### src/rtl/mdu_seq.sv
// Multi-cycle multiply/divide unit with HI/LO registers: shift-add multiply, restoring divide,
// one bit per cycle, followed by a single sign-fix cycle.
module mdu_seq #(
  parameter int unsigned WIDTH = 32
) (
  input  logic             clk,
  input  logic             rst,
  input  logic             issue,
  input  logic [2:0]       ALUOp,
  input  logic [5:0]       func,
  input  logic [WIDTH-1:0] op_a,
  input  logic [WIDTH-1:0] op_b,
  output logic             busy,
  output logic             done,
  output logic [WIDTH-1:0] mf_data,
  output logic             mf_valid,
  output logic [WIDTH-1:0] hi,
  output logic [WIDTH-1:0] lo
);

  localparam int unsigned CNT_W = $clog2(WIDTH + 1);

  localparam logic [5:0] FnMfhi  = 6'h10;
  localparam logic [5:0] FnMthi  = 6'h11;
  localparam logic [5:0] FnMflo  = 6'h12;
  localparam logic [5:0] FnMtlo  = 6'h13;
  localparam logic [5:0] FnMult  = 6'h18;
  localparam logic [5:0] FnMultu = 6'h19;
  localparam logic [5:0] FnDiv   = 6'h1A;
  localparam logic [5:0] FnDivu  = 6'h1B;

  typedef enum logic [1:0] {StIdle, StMul, StDiv, StFix} state_e;

  state_e             state_q, state_d;
  logic [CNT_W-1:0]   cnt_q, cnt_d;
  // acc: product upper half / division remainder; wrk: multiplier / quotient (dividend shifts out)
  logic [WIDTH-1:0]   acc_q, acc_d;
  logic [WIDTH-1:0]   wrk_q, wrk_d;
  logic [WIDTH-1:0]   bmag_q, bmag_d;
  logic               neg_q, neg_d;
  logic               neg_rem_q, neg_rem_d;
  logic               dz_q, dz_d;
  logic               is_div_q, is_div_d;
  logic [WIDTH-1:0]   hi_q, hi_d;
  logic [WIDTH-1:0]   lo_q, lo_d;
  logic [WIDTH-1:0]   mf_data_q, mf_data_d;
  logic               mf_valid_q, mf_valid_d;
  logic               done_q, done_d;
  logic               busy_q, busy_d;

  logic               valid_fn;
  logic               accept;
  logic               sgn;
  logic               a_neg, b_neg;
  logic [WIDTH-1:0]   a_mag, b_mag;
  logic [WIDTH:0]     mul_sum;
  logic [WIDTH:0]     div_shl;
  logic [WIDTH:0]     div_trial;
  logic               div_borrow;
  logic [2*WIDTH-1:0] prod;
  logic [2*WIDTH-1:0] prod_fix;
  logic [WIDTH-1:0]   quo_fix;
  logic [WIDTH-1:0]   rem_fix;
  logic               unused_aluop;

  assign unused_aluop = ^ALUOp[2:1];

  always_comb begin
    valid_fn = 1'b0;
    case (func)
      FnMfhi, FnMthi, FnMflo, FnMtlo, FnMult, FnMultu, FnDiv, FnDivu: valid_fn = 1'b1;
      default: valid_fn = 1'b0;
    endcase
    accept = issue & ALUOp[0] & (state_q == StIdle) & valid_fn;

    // Odd function codes are the unsigned variants.
    sgn   = ~func[0];
    a_neg = sgn & op_a[WIDTH-1];
    b_neg = sgn & op_b[WIDTH-1];
    a_mag = a_neg ? -op_a : op_a;
    b_mag = b_neg ? -op_b : op_b;

    mul_sum    = {1'b0, acc_q} + {1'b0, (wrk_q[0] ? bmag_q : {WIDTH{1'b0}})};
    div_shl    = {acc_q, wrk_q[WIDTH-1]};
    div_trial  = div_shl - {1'b0, bmag_q};
    div_borrow = div_trial[WIDTH];

    prod     = {acc_q, wrk_q};
    prod_fix = neg_q ? -prod : prod;
    quo_fix  = neg_q ? -wrk_q : wrk_q;
    rem_fix  = neg_rem_q ? -acc_q : acc_q;
  end

  always_comb begin
    state_d    = state_q;
    cnt_d      = cnt_q;
    acc_d      = acc_q;
    wrk_d      = wrk_q;
    bmag_d     = bmag_q;
    neg_d      = neg_q;
    neg_rem_d  = neg_rem_q;
    dz_d       = dz_q;
    is_div_d   = is_div_q;
    hi_d       = hi_q;
    lo_d       = lo_q;
    mf_data_d  = mf_data_q;
    mf_valid_d = 1'b0;
    done_d     = 1'b0;

    unique case (state_q)
      StIdle: begin
        if (accept) begin
          case (func)
            FnMfhi: begin
              mf_data_d  = hi_q;
              mf_valid_d = 1'b1;
            end
            FnMflo: begin
              mf_data_d  = lo_q;
              mf_valid_d = 1'b1;
            end
            FnMthi: hi_d = op_a;
            FnMtlo: lo_d = op_a;
            FnMult, FnMultu: begin
              state_d   = StMul;
              cnt_d     = CNT_W'(WIDTH);
              acc_d     = '0;
              wrk_d     = b_mag;
              bmag_d    = a_mag;
              neg_d     = a_neg ^ b_neg;
              neg_rem_d = 1'b0;
              dz_d      = 1'b0;
              is_div_d  = 1'b0;
            end
            FnDiv, FnDivu: begin
              acc_d     = '0;
              bmag_d    = b_mag;
              neg_d     = a_neg ^ b_neg;
              neg_rem_d = a_neg;
              is_div_d  = 1'b1;
              if (op_b == '0) begin
                // Divide by zero skips the iterations; wrk carries the raw dividend to HI.
                state_d = StFix;
                dz_d    = 1'b1;
                wrk_d   = op_a;
              end else begin
                state_d = StDiv;
                cnt_d   = CNT_W'(WIDTH);
                dz_d    = 1'b0;
                wrk_d   = a_mag;
              end
            end
            default: ;
          endcase
        end
      end
      StMul: begin
        acc_d = mul_sum[WIDTH:1];
        wrk_d = {mul_sum[0], wrk_q[WIDTH-1:1]};
        cnt_d = cnt_q - CNT_W'(1);
        if (cnt_q == CNT_W'(1)) state_d = StFix;
      end
      StDiv: begin
        acc_d = div_borrow ? div_shl[WIDTH-1:0] : div_trial[WIDTH-1:0];
        wrk_d = {wrk_q[WIDTH-2:0], ~div_borrow};
        cnt_d = cnt_q - CNT_W'(1);
        if (cnt_q == CNT_W'(1)) state_d = StFix;
      end
      StFix: begin
        state_d = StIdle;
        done_d  = 1'b1;
        if (dz_q) begin
          hi_d = wrk_q;
          lo_d = '1;
        end else if (is_div_q) begin
          hi_d = rem_fix;
          lo_d = quo_fix;
        end else begin
          hi_d = prod_fix[2*WIDTH-1:WIDTH];
          lo_d = prod_fix[WIDTH-1:0];
        end
      end
      default: state_d = StIdle;
    endcase

    busy_d = (state_d != StIdle);
  end

  always_ff @(posedge clk or posedge rst) begin
    if (rst) begin
      state_q    <= StIdle;
      cnt_q      <= '0;
      acc_q      <= '0;
      wrk_q      <= '0;
      bmag_q     <= '0;
      neg_q      <= 1'b0;
      neg_rem_q  <= 1'b0;
      dz_q       <= 1'b0;
      is_div_q   <= 1'b0;
      hi_q       <= '0;
      lo_q       <= '0;
      mf_data_q  <= '0;
      mf_valid_q <= 1'b0;
      done_q     <= 1'b0;
      busy_q     <= 1'b0;
    end else begin
      state_q    <= state_d;
      cnt_q      <= cnt_d;
      acc_q      <= acc_d;
      wrk_q      <= wrk_d;
      bmag_q     <= bmag_d;
      neg_q      <= neg_d;
      neg_rem_q  <= neg_rem_d;
      dz_q       <= dz_d;
      is_div_q   <= is_div_d;
      hi_q       <= hi_d;
      lo_q       <= lo_d;
      mf_data_q  <= mf_data_d;
      mf_valid_q <= mf_valid_d;
      done_q     <= done_d;
      busy_q     <= busy_d;
    end
  end

  assign busy     = busy_q;
  assign done     = done_q;
  assign mf_data  = mf_data_q;
  assign mf_valid = mf_valid_q;
  assign hi       = hi_q;
  assign lo       = lo_q;

endmodule

### config.mk
export PLATFORM = sky130hd
export DESIGN_NAME = mdu_seq
export DESIGN_NICKNAME = d
export VERILOG_FILES = /design/src/rtl/mdu_seq.sv
export SDC_FILE = /design/constraint.sdc
export NUM_CORES = 1
export LEC_CHECK = 0
export ABC_AREA = 1
export ABC_CLOCK_PERIOD_IN_PS = 7800
export BUFFER_PORTS_ARGS = -buffer_cell sky130_fd_sc_hd__buf_2
export CAP_MARGIN = 20
export CORE_MARGIN = 3
export CORE_UTILIZATION = 39
export CTS_CLUSTER_SIZE = 28
export DETAILED_ROUTE_END_ITERATION = 8
export SLEW_MARGIN = 20
export SYNTH_ARGS = -nofsm -noshare
export SYNTH_HDL_FRONTEND = slang
export SYNTH_SLANG_ARGS = --single-unit
### constraint.sdc
create_clock -name clk -period 7.8 [get_ports clk]
set_clock_uncertainty 0.05 [all_clocks]
set_input_delay 0.39 -clock clk [delete_from_list [all_inputs] [get_ports clk]]
set_output_delay 0.39 -clock clk [all_outputs]
set_load 0.05 [all_outputs]
==> Yosys cells after proc, flatten, opt, wreduce, memory -nomap -nowiden <==
Memory sizes are Yosys's and may differ from the RTL's.
Cells that the tools add are included.
{ "totals": {"reg_bits": 207, "mem_bits_ro": 32, "out_inout_bits": 99, "wordCells": 115, "n_memories": 1} }
{ "classes": {"n_addsub": 8, "eq_ne": 18, "mux": 44, "bitwise_logic": 8, "n_reduce_logical": 21} }
{ "memory_table": {"columns": ["memory", "words", "word_bits", "rd", "rd_ports_with_merged_regs", "write_ports", "line_no", "text"], "rows": [
  ["(no name shown)", 32, 1, 1, 0, 0, "70", "case (func)"]
]} }
{ "op_table": {"columns": ["operator", "n"], "rows": [
  ["$mux W32", 18],
  ["$pmux W32 S2", 5],
  ["$pmux W32 S3", 2],
  ["$neg A32 Y32", 4],
  ["$mux W64", 1],
  ["$neg A64 Y64", 1],
  ["$eq A6 B5 Y1 const B", 8],
  ["$add A32 B32 Y33", 1],
  ["$sub A33 B32 Y33", 1],
  ["$logic_not A32 Y1", 1],
  ["$pmux W6 S2", 2],
  ["$reduce_and A3 Y1", 7],
  ["$mux W6", 2],
  ["$reduce_bool A2 Y1", 5],
  ["$reduce_or A2 Y1", 4],
  ["$mux W1", 7],
  ["$eq A6 B1 Y1 const B", 1],
  ["$pmux W1 S2", 3],
  ["$pmux W2 S3", 1],
  ["$sub A6 B1 Y6 const B", 1],
  ["$and A1 B1 Y1", 5],
  ["$eq A2 B2 Y1 const B", 2],
  ["$mux W2", 2],
  ["$ne A2 B1 Y1 const B", 2],
  ["other kinds (11)", 13]
]} }

==> Depth between registers and ports, before layout <==
{ "logic_depth": {"depth_word": 7, "mapped_depth": 22} }

==> Least setup slack after synthesis <==
No wires, ideal clock.
{ "synth_timing": {"path_type": "register to register", "startpoint": "register wrk_q[0]", "endpoint": "register acc_q[31]", "setup_ns": 0.066, "arrival_ns": 2.503, "required_time_ns": 7.684, "slack_ns": 5.181, "path_stages_with_launch": 23, "n_path_buf": 2, "path_cell_list": "dfrtp_1 buf_2 buf_1 nand2_1 inv_1 ha_1 inv_1 fa_1 inv_1 nand2_1 o21ai_1 nand3_1 nand2_1 nand2_1 nand2_1 nand2_1 nand2_1 nand2_1 nand2_1 nand2_1 nand2_1 nand2_1 nand2_1"} }
{ "synth_between": {"elab_chain_cells": 3} }
{ "synth_lines": {"columns": ["item", "line_no", "text"], "rows": [
  ["from (decl)", "38", "logic [WIDTH-1:0] wrk_q, wrk_d;"],
  ["from (signal assigned)", "210", "wrk_q <= wrk_d;"],
  ["$mux W32", "83", "mul_sum = {1'b0, acc_q} + {1'b0, (wrk_q[0] ? bmag_q : {WIDTH{1'b0}})};"],
  ["$add A32 B32 Y33", "83", null],
  ["$pmux W32 S3", "110", "unique case (state_q)"],
  ["to (signal assigned)", "193", "acc_q <= '0;"],
  ["to (signal assigned)", "209", "acc_q <= acc_d;"],
  ["to (decl)", "37", "logic [WIDTH-1:0] acc_q, acc_d;"]
]} }
No other way between the ends.
A chain may end at the register's enable or synchronous reset.

==> Worst setup path after layout <==
{ "layout_timing": {"startpoint": "register state_q[0]", "endpoint": "register wrk_q[26]"} }
{ "layout_between": {"elab_chain_cells": 5} }
{ "layout_lines": {"columns": ["item", "line_no", "text"], "rows": [
  ["from (decl)", "34", "state_e state_q, state_d;"],
  ["from (signal assigned)", "191", "state_q <= StIdle;"],
  ["from (signal assigned)", "207", "state_q <= state_d;"],
  ["$logic_not A2 Y1", "74, 110", null],
  ["$and A1 B1 Y1 (2 in series)", "74", "accept = issue & ALUOp[0] & (state_q == StIdle) & valid_fn;"],
  ["$ne A2 B2 Y1 (no source line)", null, null],
  ["$reduce_and A3 Y1 (no source line)", null, null]
]} }
Several ways; a longest one is shown, not always the timed one.

==> impl_results.md <==
- CTS resizes: 0
- Synth area leader: dfrtp_1
- RSZ-0062 raised after global routing: no
- Hold WC Path Type: in -> reg
- Clock buffer depth: 3
- R2R depth: 12
- Slew margin rel.: 30.8%
- Commonest cells after routing, fill and taps aside: nand2_1 (1093), inv_1 (450), nor2_1 (425)
- Largest net degree at the start of global routing: 89
- First-pass GRT wire length: 136000 um
- CP bufs+invs: 4
- Dpl ws: 3430 ps
- Max Cap Viol: 0
- Most common cell after layout, fill and taps aside: nand2_1
- Slowest CP cell: inv_2
- Critical path's largest stage delay: 780 ps
- Die Area: 56300 um2
- Avg Cell Area, Syn: 5.85 um2
- Cells after Synth: 3565
- Filler cells: 5854
- Yosys warning total: 0
- Placer Congestion: 1.01
- Nets: 3811
- Initial DRT Pass Iterations: 7
- Port bufs: 172
- DP HPWL: 71600 um
- Leak: 12.0 nW
- Initial Utilization: 39.5%
- Slew @ Worst Pin: 1040 ps
- I/O Pins: 175
- Startpoint type of the worst setup path: register
- Num rows: 84
- CTS tree: yes
- Worst setup EP type: register
- Syn_nets: 3717
- Final worst slack: 3240 ps
- Root Buffer: clkbuf_16
- Synth unique cells: 54
- Core ar.: 52800 um2
- # clock sinks: 207
- Clk Latency, worst-skew pair: 590 ps
- Vias in the first global route: 21800
- Sequential standard cell area: 5180 um2
- Slew Viols, Final: 0
- Reg2Reg Setup Slack: 3240 ps
- Worst Hold Path EP: hi[1]
- RR Endpoint: wrk_q[26]
- Delay-heaviest family, CP: buffers and inverters
- Final wirelength: 91400 um
- DR iter-0 viols: 2738
- Worst-path clk slew: 60 ps
- Post-CTS Setup Bufs: 0
- Outcome: completed
- Area of the multi-input gates: 13300 um2
- Synth Cell Area: 20800 um2
- Crit Path Category: reg -> reg
- Worst VDD drop: 0.000167 V
- Vias per cell: 5.53
- Finished Cell Area: 23100 um2
- Worst hold stages: 3
- H-tree Lvls: 1
- Hold Buf Count CTS: 1
- CP max FO: 68
- CP required: 8230 ps
- Post-synth top area share: 24.8%
- Share of cells above drive strength 1: 8.89%
- P&R area growth vs syn: 10.7%
- Synth Register Bits: 207
- Final setup violation count: 0
- Setup TNS: 0 ps
- Power density over the cells: 314 nW/um2
- Global Route Usage Sum: 31.4%
- Crit-path cells: inv_1 -> ha_1 -> nand4_2 -> nor2_4 -> buf_4 -> inv_2 -> a21oi_4 -> nand2_1 -> inv_2 -> nand2_1 -> o21ai_1 -> o21bai_1
- Antenna violations before repair: 1
- CP arrival: 4990 ps
- Die Span X: 237 um
- GRT overflow: 0
- F_max: 220 MHz
- Drt wl/cell: 20.9 um
- Hold path start: op_a[1]
- Final Hold Vio Count: 0
- Placed cell areas: 22200 um2
- DRC viols: 0
- Area contributors post-synth: dfrtp_1 (25%), nand2_1 (20%), inv_1 (8.1%)
- Min cycle time layout: 4560 ps
- Total CTS buffers: 26
- DRT antenna net count: 0
- Fin crit share: 58.4%
- Register area share after synthesis: 24.8%
- Via count: 24200
- Die Y-Extent: 237 um
- FF-to-FF Start: state_q[0]
==> cell families (layout without fill, tap and decap cells) <==
kind of cell,Yosys count,after routing,share of synthesized area (%)
AND/OR/NAND/NOR,1982,1982,39.7
AO/OA/AOI/OAI,639,639,17.1
buffers and inverters,608,722,11.5
flip-flops,207,207,24.8
adder cells (fa/ha/maj),76,76,4.63
XOR/XNOR,50,50,2.10
multiplexers,3,3,0.162
other,0,2,0
==> metal layers <==
layer / global-route usage, % / wire length [um]
met1: 43.9 / 39500
met2: 47.6 / 39000
met3: 6.09 / 8490
met4: 13.4 / 4370
met5: 0 / 7
==> cells in the mapped netlist (all sizes together) <==
cell type     n
mux2          3
fa            2
o21bai       15
nor3b         2
nand3b       24
o41ai         1
o22ai        56
a22oi         3
o311a         1
nor2        447
nor3         30
buf          55
and3          1
nand2b        1
nand4        28
nand2      1105
o211ai       23
o221ai        8
clkbuf       81
o21ai       263
ha           74
o31ai         6
nor4          4
a31oi        30
nand3       324
or2           9
o21a          6
xnor2        11
dfrtp       207
a21o          4
a221oi        8
and2          7
a21oi       215
clkinv        5
inv         467
xor2         39
==> flip-flops by register name (all words and copies together), names as in the netlist <==
signal,flops
acc_q,32
cnt_q,6
done,1
bmag_q,32
neg_q,1
lo,32
busy,1
wrk_q,32
mf_valid,1
hi,32
neg_rem_q,1
mf_data,32
is_div_q,1
state_q,2
dz_q,1
==> power breakdown <==
group / total [W] / switching (W) / internal, W
Clock: 0.00126 / 0.000533 / 0.000730
Sequential: 0.00180 / 0.000543 / 0.00126
Combinational: 0.00418 / 0.00288 / 0.00130
Total: 0.00725 / 0.00396 / 0.00329
==> worst max-delay path by stage <==
stage                          start  slack, ps  cells after the start         to
after global routing      state_q[0]       2950                     13  wrk_q[29]
after CTS                 state_q[0]       3410                     12  wrk_q[26]
after detailed placement  state_q[0]       3430                     12  wrk_q[26]
after global placement    state_q[0]       3440                     13  wrk_q[31]
after floorplan                  rst       1710                      1   acc_q[0]
final                     state_q[0]       3240                     12  wrk_q[26]
==> per-stage QoR <==
stage | std cells | hold slack, ps | power [W] | util (%)
floorplan | 3565 | 421 | 0.00441 | -
global placement | 4318 | 443 | 0.00583 | 42.1
detailed placement | 4318 | 445 | 0.00584 | 42.1
CTS | 4367 | 132 | 0.00712 | 43.7
global route | 4367 | 189 | 0.00777 | 43.7
finish | 4369 | 157 | 0.00725 | 43.8
==> area by class of cell <==
type / instances / share of cell area, %
antenna: 2 / 0.0217
clock buffer: 37 / 3.21
clock inverter: 11 / 0.564
inverter: 472 / 7.71
multi-input combinational: 2750 / 57.6
sequential: 207 / 22.4
tap: 688 / 3.73
timing repair buffer: 202 / 4.72
==> worst min-delay path: stages <==
cell     delay, ps
buf_2          150
a21oi_1        130
a21oi_1         70
Power figures use the tool's default switching activity.
